===== config.mk =====
export PLATFORM = sky130hd
export DESIGN_NAME = draw_card_grid_flat
export DESIGN_NICKNAME = d
export VERILOG_FILES = /design/src/rtl/draw_card_grid_if.sv /design/src/rtl/draw_card_grid.sv /design/src/flat_wrapper.sv
export SDC_FILE = /design/constraint.sdc
export NUM_CORES = 1
export LEC_CHECK = 0
export CAP_MARGIN = 15
export CORE_UTILIZATION = 59
export CTS_BUF_LIST = sky130_fd_sc_hd__clkbuf_4 sky130_fd_sc_hd__clkbuf_8 sky130_fd_sc_hd__clkbuf_16
export DETAILED_ROUTE_END_ITERATION = 6
export PLACE_DENSITY = 0.79
export SLEW_MARGIN = 0
export SYNTH_ARGS = -nofsm -noshare
export SYNTH_HDL_FRONTEND = slang
export SYNTH_SLANG_ARGS = --single-unit

===== constraint.sdc =====
create_clock -name pclk -period 2.35 [get_ports pclk]
set_input_delay 0.47 -clock pclk [delete_from_list [all_inputs] [get_ports pclk]]
set_output_delay 0.47 -clock pclk [all_outputs]
set_load 0.02 [all_outputs]

===== src/rtl/draw_card_grid_if.sv =====
// VGA pixel bus carried between drawing stages: sync, blanking, raster position and colour.
interface draw_card_grid_if;
    logic        hs;
    logic        vs;
    logic        hblnk;
    logic        vblnk;
    logic [11:0] hcount;
    logic [11:0] vcount;
    logic [11:0] rgb;

    modport master (output hs, vs, hblnk, vblnk, hcount, vcount, rgb);
    modport slave  (input  hs, vs, hblnk, vblnk, hcount, vcount, rgb);
endinterface


===== src/rtl/draw_card_grid.sv =====
// Draws a ROWS x COLS grid of memory-game cards from a double-buffered state table, 2-cycle latency.
// Optional selection border around one card when CARD_GRID_CURSOR_EN is defined.
module draw_card_grid #(
    parameter int unsigned X_POS         = 50,
    parameter int unsigned Y_POS         = 50,
    parameter int unsigned CARD_W        = 100,
    parameter int unsigned CARD_H        = 140,
    parameter int unsigned GAP           = 20,
    parameter int unsigned COLS          = 4,
    parameter int unsigned ROWS          = 4,
    parameter int unsigned ADDR_W        = 4,
    parameter logic [11:0] COVERED_COLOR = 12'h0_A_A
`ifdef CARD_GRID_CURSOR_EN
    ,
    parameter int unsigned BORDER        = 4,
    parameter logic [11:0] CURSOR_COLOR  = 12'hF_F_0
`endif
) (
    input  logic                  pclk,
    input  logic                  rst,
    draw_card_grid_if.slave       vga_in,
    draw_card_grid_if.master      vga_out,
    input  logic                  card_wr,
    input  logic [ADDR_W-1:0]     card_addr,
    input  logic [13:0]           card_data,
    input  logic                  commit_req,
    output logic                  commit_busy,
    output logic                  commit_done
`ifdef CARD_GRID_CURSOR_EN
    ,
    input  logic                  cursor_en,
    input  logic [ADDR_W-1:0]     cursor_idx
`endif
);

    localparam int unsigned NCARDS  = ROWS * COLS;
    localparam int unsigned IDX_W   = (NCARDS > 1) ? $clog2(NCARDS) : 1;
    localparam int unsigned PITCH_X = CARD_W + GAP;
    localparam int unsigned PITCH_Y = CARD_H + GAP;

    typedef struct packed {
        logic        hs;
        logic        vs;
        logic        hblnk;
        logic        vblnk;
        logic [11:0] hcount;
        logic [11:0] vcount;
        logic [11:0] rgb;
    } vga_t;

    typedef enum logic {
        COMMIT_IDLE,
        COMMIT_PENDING
    } commit_state_t;

    commit_state_t state_q, state_d;
    logic          vblnk_prev_q, vblnk_prev_d;
    logic          commit_done_q, commit_done_d;
    logic [13:0]   shadow_q [NCARDS];
    logic [13:0]   shadow_d [NCARDS];
    logic [13:0]   active_q [NCARDS];
    logic [13:0]   active_d [NCARDS];
    logic          vblnk_rise;
    logic          apply;

    vga_t             bus_in;
    vga_t             s1_q, s1_d;
    vga_t             s2_q, s2_d;
    logic             hit_q, hit_d;
    logic [IDX_W-1:0] col_q, col_d;
    logic [IDX_W-1:0] row_q, row_d;
    logic             col_hit, row_hit;
    logic [11:0]      x_lo, y_lo;
    logic [IDX_W-1:0] sel_idx;
    logic [13:0]      card_sel;
`ifdef CARD_GRID_CURSOR_EN
    logic             border_q, border_d;
    logic             col_edge, row_edge;
`endif

    assign bus_in = {vga_in.hs, vga_in.vs, vga_in.hblnk, vga_in.vblnk,
                     vga_in.hcount, vga_in.vcount, vga_in.rgb};

    // Commit control: a pending request (or one arriving on the edge cycle itself)
    // copies the shadow table on the vblank rising edge.
    assign vblnk_rise = vga_in.vblnk & ~vblnk_prev_q;
    assign apply      = vblnk_rise & ((state_q == COMMIT_PENDING) | commit_req);

    always_comb begin
        state_d       = state_q;
        vblnk_prev_d  = vga_in.vblnk;
        commit_done_d = apply;
        shadow_d      = shadow_q;
        active_d      = active_q;

        unique case (state_q)
            COMMIT_IDLE:    if (commit_req && !apply) state_d = COMMIT_PENDING;
            COMMIT_PENDING: if (apply)                state_d = COMMIT_IDLE;
            default:                                  state_d = COMMIT_IDLE;
        endcase

        if (apply) begin
            active_d = shadow_q;
        end
        if (card_wr && (32'(card_addr) < NCARDS)) begin
            shadow_d[card_addr[IDX_W-1:0]] = card_data;
        end
    end

    assign commit_busy = (state_q == COMMIT_PENDING);
    assign commit_done = commit_done_q;

    // Stage 1: per-column and per-row window compares on the raster position.
    always_comb begin
        s1_d    = bus_in;
        col_hit = 1'b0;
        row_hit = 1'b0;
        col_d   = '0;
        row_d   = '0;
        x_lo    = '0;
        y_lo    = '0;
`ifdef CARD_GRID_CURSOR_EN
        col_edge = 1'b0;
        row_edge = 1'b0;
`endif
        for (int unsigned c = 0; c < COLS; c++) begin
            x_lo = 12'(X_POS + c * PITCH_X);
            if (bus_in.hcount >= x_lo && bus_in.hcount < x_lo + 12'(CARD_W)) begin
                col_hit = 1'b1;
                col_d   = IDX_W'(c);
`ifdef CARD_GRID_CURSOR_EN
                col_edge = (bus_in.hcount < x_lo + 12'(BORDER)) ||
                           (bus_in.hcount >= x_lo + 12'(CARD_W - BORDER));
`endif
            end
        end
        for (int unsigned r = 0; r < ROWS; r++) begin
            y_lo = 12'(Y_POS + r * PITCH_Y);
            if (bus_in.vcount >= y_lo && bus_in.vcount < y_lo + 12'(CARD_H)) begin
                row_hit = 1'b1;
                row_d   = IDX_W'(r);
`ifdef CARD_GRID_CURSOR_EN
                row_edge = (bus_in.vcount < y_lo + 12'(BORDER)) ||
                           (bus_in.vcount >= y_lo + 12'(CARD_H - BORDER));
`endif
            end
        end
        hit_d = col_hit & row_hit;
`ifdef CARD_GRID_CURSOR_EN
        border_d = col_edge | row_edge;
`endif
    end

    // Stage 2: colour select from the active table (cursor border wins over card colour).
    assign sel_idx  = IDX_W'(32'(row_q) * COLS + 32'(col_q));
    assign card_sel = active_q[sel_idx];

    always_comb begin
        s2_d = s1_q;
        if (hit_q && card_sel[0]) begin
            s2_d.rgb = card_sel[1] ? card_sel[13:2] : COVERED_COLOR;
        end
`ifdef CARD_GRID_CURSOR_EN
        if (cursor_en && (32'(cursor_idx) < NCARDS) && hit_q && border_q &&
            (32'(cursor_idx) == 32'(sel_idx))) begin
            s2_d.rgb = CURSOR_COLOR;
        end
`endif
    end

    always_ff @(posedge pclk) begin
        if (rst) begin
            state_q       <= COMMIT_IDLE;
            vblnk_prev_q  <= 1'b0;
            commit_done_q <= 1'b0;
            shadow_q      <= '{default: '0};
            active_q      <= '{default: '0};
            s1_q          <= '0;
            s2_q          <= '0;
            hit_q         <= 1'b0;
            col_q         <= '0;
            row_q         <= '0;
`ifdef CARD_GRID_CURSOR_EN
            border_q      <= 1'b0;
`endif
        end else begin
            state_q       <= state_d;
            vblnk_prev_q  <= vblnk_prev_d;
            commit_done_q <= commit_done_d;
            shadow_q      <= shadow_d;
            active_q      <= active_d;
            s1_q          <= s1_d;
            s2_q          <= s2_d;
            hit_q         <= hit_d;
            col_q         <= col_d;
            row_q         <= row_d;
`ifdef CARD_GRID_CURSOR_EN
            border_q      <= border_d;
`endif
        end
    end

    assign vga_out.hs     = s2_q.hs;
    assign vga_out.vs     = s2_q.vs;
    assign vga_out.hblnk  = s2_q.hblnk;
    assign vga_out.vblnk  = s2_q.vblnk;
    assign vga_out.hcount = s2_q.hcount;
    assign vga_out.vcount = s2_q.vcount;
    assign vga_out.rgb    = s2_q.rgb;

endmodule


===== src/flat_wrapper.sv =====
// flat-port wrapper written by rule: the top's interface ports become plain ports
module draw_card_grid_flat 
#(
    parameter int unsigned X_POS         = 50,
    parameter int unsigned Y_POS         = 50,
    parameter int unsigned CARD_W        = 100,
    parameter int unsigned CARD_H        = 140,
    parameter int unsigned GAP           = 20,
    parameter int unsigned COLS          = 4,
    parameter int unsigned ROWS          = 4,
    parameter int unsigned ADDR_W        = 4,
    parameter logic [11:0] COVERED_COLOR = 12'h0_A_A

)
  (pclk, rst, card_wr, card_addr, card_data, commit_req, commit_busy, commit_done, vga_in_hs, vga_in_vs, vga_in_hblnk, vga_in_vblnk, vga_in_hcount, vga_in_vcount, vga_in_rgb, vga_out_hs, vga_out_vs, vga_out_hblnk, vga_out_vblnk, vga_out_hcount, vga_out_vcount, vga_out_rgb);
  draw_card_grid_if vga_in_i ();
  draw_card_grid_if vga_out_i ();
  input  logic pclk;
  input  logic rst;
  input  logic card_wr;
  input  logic [ADDR_W-1:0] card_addr;
  input  logic [13:0] card_data;
  input  logic commit_req;
  output logic commit_busy;
  output logic commit_done;
  input wire logic [$bits(vga_in_i.hs)-1:0] vga_in_hs;
  input wire logic [$bits(vga_in_i.vs)-1:0] vga_in_vs;
  input wire logic [$bits(vga_in_i.hblnk)-1:0] vga_in_hblnk;
  input wire logic [$bits(vga_in_i.vblnk)-1:0] vga_in_vblnk;
  input wire logic [$bits(vga_in_i.hcount)-1:0] vga_in_hcount;
  input wire logic [$bits(vga_in_i.vcount)-1:0] vga_in_vcount;
  input wire logic [$bits(vga_in_i.rgb)-1:0] vga_in_rgb;
  output wire logic [$bits(vga_out_i.hs)-1:0] vga_out_hs;
  output wire logic [$bits(vga_out_i.vs)-1:0] vga_out_vs;
  output wire logic [$bits(vga_out_i.hblnk)-1:0] vga_out_hblnk;
  output wire logic [$bits(vga_out_i.vblnk)-1:0] vga_out_vblnk;
  output wire logic [$bits(vga_out_i.hcount)-1:0] vga_out_hcount;
  output wire logic [$bits(vga_out_i.vcount)-1:0] vga_out_vcount;
  output wire logic [$bits(vga_out_i.rgb)-1:0] vga_out_rgb;
  assign vga_in_i.hs = vga_in_hs;
  assign vga_in_i.vs = vga_in_vs;
  assign vga_in_i.hblnk = vga_in_hblnk;
  assign vga_in_i.vblnk = vga_in_vblnk;
  assign vga_in_i.hcount = vga_in_hcount;
  assign vga_in_i.vcount = vga_in_vcount;
  assign vga_in_i.rgb = vga_in_rgb;
  assign vga_out_hs = vga_out_i.hs;
  assign vga_out_vs = vga_out_i.vs;
  assign vga_out_hblnk = vga_out_i.hblnk;
  assign vga_out_vblnk = vga_out_i.vblnk;
  assign vga_out_hcount = vga_out_i.hcount;
  assign vga_out_vcount = vga_out_i.vcount;
  assign vga_out_rgb = vga_out_i.rgb;
  draw_card_grid #(.X_POS(X_POS), .Y_POS(Y_POS), .CARD_W(CARD_W), .CARD_H(CARD_H), .GAP(GAP), .COLS(COLS), .ROWS(ROWS), .ADDR_W(ADDR_W), .COVERED_COLOR(COVERED_COLOR)) u_core (.pclk(pclk), .rst(rst), .vga_in(vga_in_i), .vga_out(vga_out_i), .card_wr(card_wr), .card_addr(card_addr), .card_data(card_data), .commit_req(commit_req), .commit_busy(commit_busy), .commit_done(commit_done));
endmodule

==> summary by stage <==
Place
Input and output buffers added on the ports amount to 103. Including well taps, the total number of placed cells is 2,820. The placed wire-length estimate is 33.0 mm. At the placement stage, the worst setup path has a slack of 2.32 ps. The congestion estimate from routability-driven global placement came to 0.840. Once placement finished, the instance area stood at 21,800 µm².

CTS
The clock tree from TritonCTS is yes. The root buffer cell chosen for the clock tree is sky130_fd_sc_hd__clkbuf_16. The H-tree depth is 2. The clock latency of the later-clocked register in the worst-skew pair is 560 ps.

The maximum clock path buffer count is 3. Counting the buffers created by CTS gives 52. The post-CTS setup repair buffer count is 0. The clock input transition at the sequential cells of the worst setup and hold paths is 60 ps. The number of clock sinks is 535.

Synthesis
The primary flip-flop cell chosen by synthesis mapping is sky130_fd_sc_hd__dfxtp_1. Sorting the synthesized cells by area gives the leading types as sky130_fd_sc_hd__dfxtp_1 (54%), sky130_fd_sc_hd__nand2_1 (17%), sky130_fd_sc_hd__a21oi_1 (12%). In this run, synthesis inferred 0 flip-flops with an integrated enable. Of the synthesized area, sequential elements account for 53.7%. The synthesized netlist occupies a cell area of 20,000 µm². After synthesis, the mean cell area works out to 8.37 µm². Of all cell types, the one taking the most synthesized area is sky130_fd_sc_hd__dfxtp_1. The synthesized design devotes to its leading area cell type 53.7% of total area. The number of nets in the synthesized netlist is 2,447. By count the netlist is led by sky130_fd_sc_hd__nand2_1 (908), sky130_fd_sc_hd__dfxtp_1 (535), sky130_fd_sc_hd__a21oi_1 (462). The dominant cell by count in the synthesized netlist is sky130_fd_sc_hd__nand2_1. For this run, asynchronously set or reset flops after synthesis account for 0%. The synthesized design contains 535 register bits. The yosys synthesis warning count is 0.

The synthesized netlist contains 46 unique library cells. In the synthesized netlist, the number of instances is 2,385.

Final layout
The final instance area is 23,500 µm². The count of nets after finishing is 2,494. The antenna diode count is 0. The number of standard cells in the layout, taps in and fillers out is 2,909. Compared with the post-synthesis result, the final layout area differs by 17.9%.

Cells with a size suffix above 1 make up 9.81% of the layout. Fill cells in the final layout number 2,465.

STA
For the final routed database, the setup TNS stands at 0 ps. The clock period minus worst slack is 2250 ps. The timing-limited maximum frequency is 0.444 GHz. The tightest slew margin relative to the limit is 44.9%. The least setup slack across all paths after layout is 98.8 ps. The final number of max-transition violations came to 0.

In the finished design, the share of the clock period the worst path needs comes to 95.8%. At the pin with the least slew margin, the transition time is 825 ps. The total count of hold-check failures in the final report is 0. The number of setup violations in the final report is 0. For the final database, setup skew stands at 7.56 ps. Setup repair after global routing left no endpoint under its margin.

Global route
The initial antenna violation count is 0. The number of global-route vias before repair is 16,066. Global routing used 31.5% of the available tracks. The maximum number of pins on one net before global-route repair is 139.

The wire length of the first global-routing pass is 84.7 mm. For this run the aggregate overflow at the end of global routing stands at 0.

Route
The detail route stage leaves a number of antenna-violating nets equal to 0. For this run, design rule violations remaining after detail routing come to 0. The per-cell routed wire length is 18.6 µm.

The final layout contains routed wiring with a total length of 54.2 mm. The first TritonRoute pass finished after 5 iterations. The met2 wirelength from detailed routing is 25.3 mm. The number of vias after detailed routing is 16,923.

In this run the top signal layer used is met4. The detail-routed via count per cell is 5.82. The met3 layer wire length in the routed design is 4.81 mm. The met1 wire length is 22.0 mm. The initial DRC count is 1,752.

Die
For this configuration, the core starts out at a cell density of 60.7%. The die is 186 µm tall. The overall die area is 34,600 µm². The floorplan step defined a core boundary enclosing 32,900 µm². The die extent in x is 186 µm. The floorplan has 66 rows.

The number of top-level design ports is 104.

Worst setup path
The startpoint identified for the worst register-to-register timing path is u_core.row_q[1]. The critical setup path kind is flop to flop. Along the worst path, the maximum fanout reaches 14. The data required time at the worst endpoint is 2860 ps. The reg2reg setup slack is 100 ps. The worst setup path is launched from a flop. The worst setup path startpoint is u_core.row_q[1].

STA classifies the critical path endpoint as a flop. Data on the critical path arrives at its endpoint at 2760 ps.

Flow run
The number of maximum-capacitance constraint violations is 0.

Power and ir drop
The worst-case IR drop observed on VDD is 0.558 mV. Total power for the finished layout comes to 18,800 µW. The leakage power is 0.00787 µW. In this run the power density over the cells is 800 nW/µm².

Min path
The hold path startpoint is rst. The path category of the worst min-delay check is input pin to flop.

Run status
The flow ran to the end, and the final reports show no timing, DRC or antenna violations.
-- worst paths after layout --
check	cells after the start	endpoint
hold reg to reg	1	u_core.vga_out.vcount[7]
hold / removal	2	u_core.s1_q[31]
setup / recovery	4	u_core.vga_out.rgb[0]
setup reg to reg	4	u_core.vga_out.rgb[0]
-- per-layer routing --
layer / vias up / global-route usage, %
met1: 8065 / 41.3
met4: 0 / 13.8
met5: - / 0
met3: 140 / 5.42
met2: 783 / 51.2
li1: 7935 / -
-- metrics by stage --
step / hold slack, ps / utilization [%]
floorplan: 414 / -
global placement: 416 / 66.3
detailed placement: 424 / 66.3
CTS: 329 / 71.6
global route: 364 / 71.6
finish: 332 / 71.6
-- flip-flops by register name, summed over array words and instances, names as in the netlist, 2 cells and up --
| signal | count |
|---|---|
| u_core.active_q | 224 |
| u_core.shadow_q | 224 |
| u_core.s1_q | 39 |
| u_core.vga_out.hcount | 12 |
| u_core.vga_out.rgb | 12 |
| u_core.vga_out.vcount | 12 |
| u_core.col_q | 2 |
| u_core.row_q | 2 |
-- layout by cell type, fill, tap and decap left out, drive strengths merged, types with 9 or more instances in the layout --
master	synthesis	layout
a21oi	462	462
a22oi	15	15
buf	27	91
clkbuf	173	72
clkdlybuf4s50	0	102
clkinv	0	9
dfxtp	535	535
mux4	55	55
nand2	908	908
nand3	10	10
nor2	22	22
nor2b	75	75
nor3	15	15
-- timing repair --
action                     CTS  global route
gates resized for setup      0             1
hold buffers                 0             0
setup endpoints to repair    0             4
-- power by group --
group	switching, µW	internal (µW)
Sequential	55.9	9200
Clock	3400	5110
Combinational	690	372
Total	4140	14700
-- cell families (layout without fill, tap and decap cells) --
group           after synthesis  in the layout  share of synthesized area (%)
simple gates               1063           1063                           21.6
flops                       535            535                           53.7
compound gates              518            518                           13.8
buf+inv                     205            287                           4.04
mux                          64             64                           6.91
-- area by class of cell --
| type | instances | area (µm²) | area share, % |
|---|---|---|---|
| inverters | 5 | 18.8 | 0.0798 |
| clock inverters | 17 | 241 | 1.03 |
| repair buffers | 193 | 2010 | 8.55 |
| multi-input cells | 1645 | 8480 | 36.0 |
| flip-flops and latches | 535 | 10700 | 45.6 |
| clock buffers | 72 | 1510 | 6.40 |
| well taps | 442 | 553 | 2.35 |
-- worst max-delay path: stages (launching register included) --
cell and delay (ps):
sky130_fd_sc_hd__dfxtp_1 580, sky130_fd_sc_hd__nor2b_1 740, sky130_fd_sc_hd__a22oi_1 260, sky130_fd_sc_hd__a21oi_1 420, sky130_fd_sc_hd__a22o_1 180
Note: power is estimated with default switching activity, not from simulation.
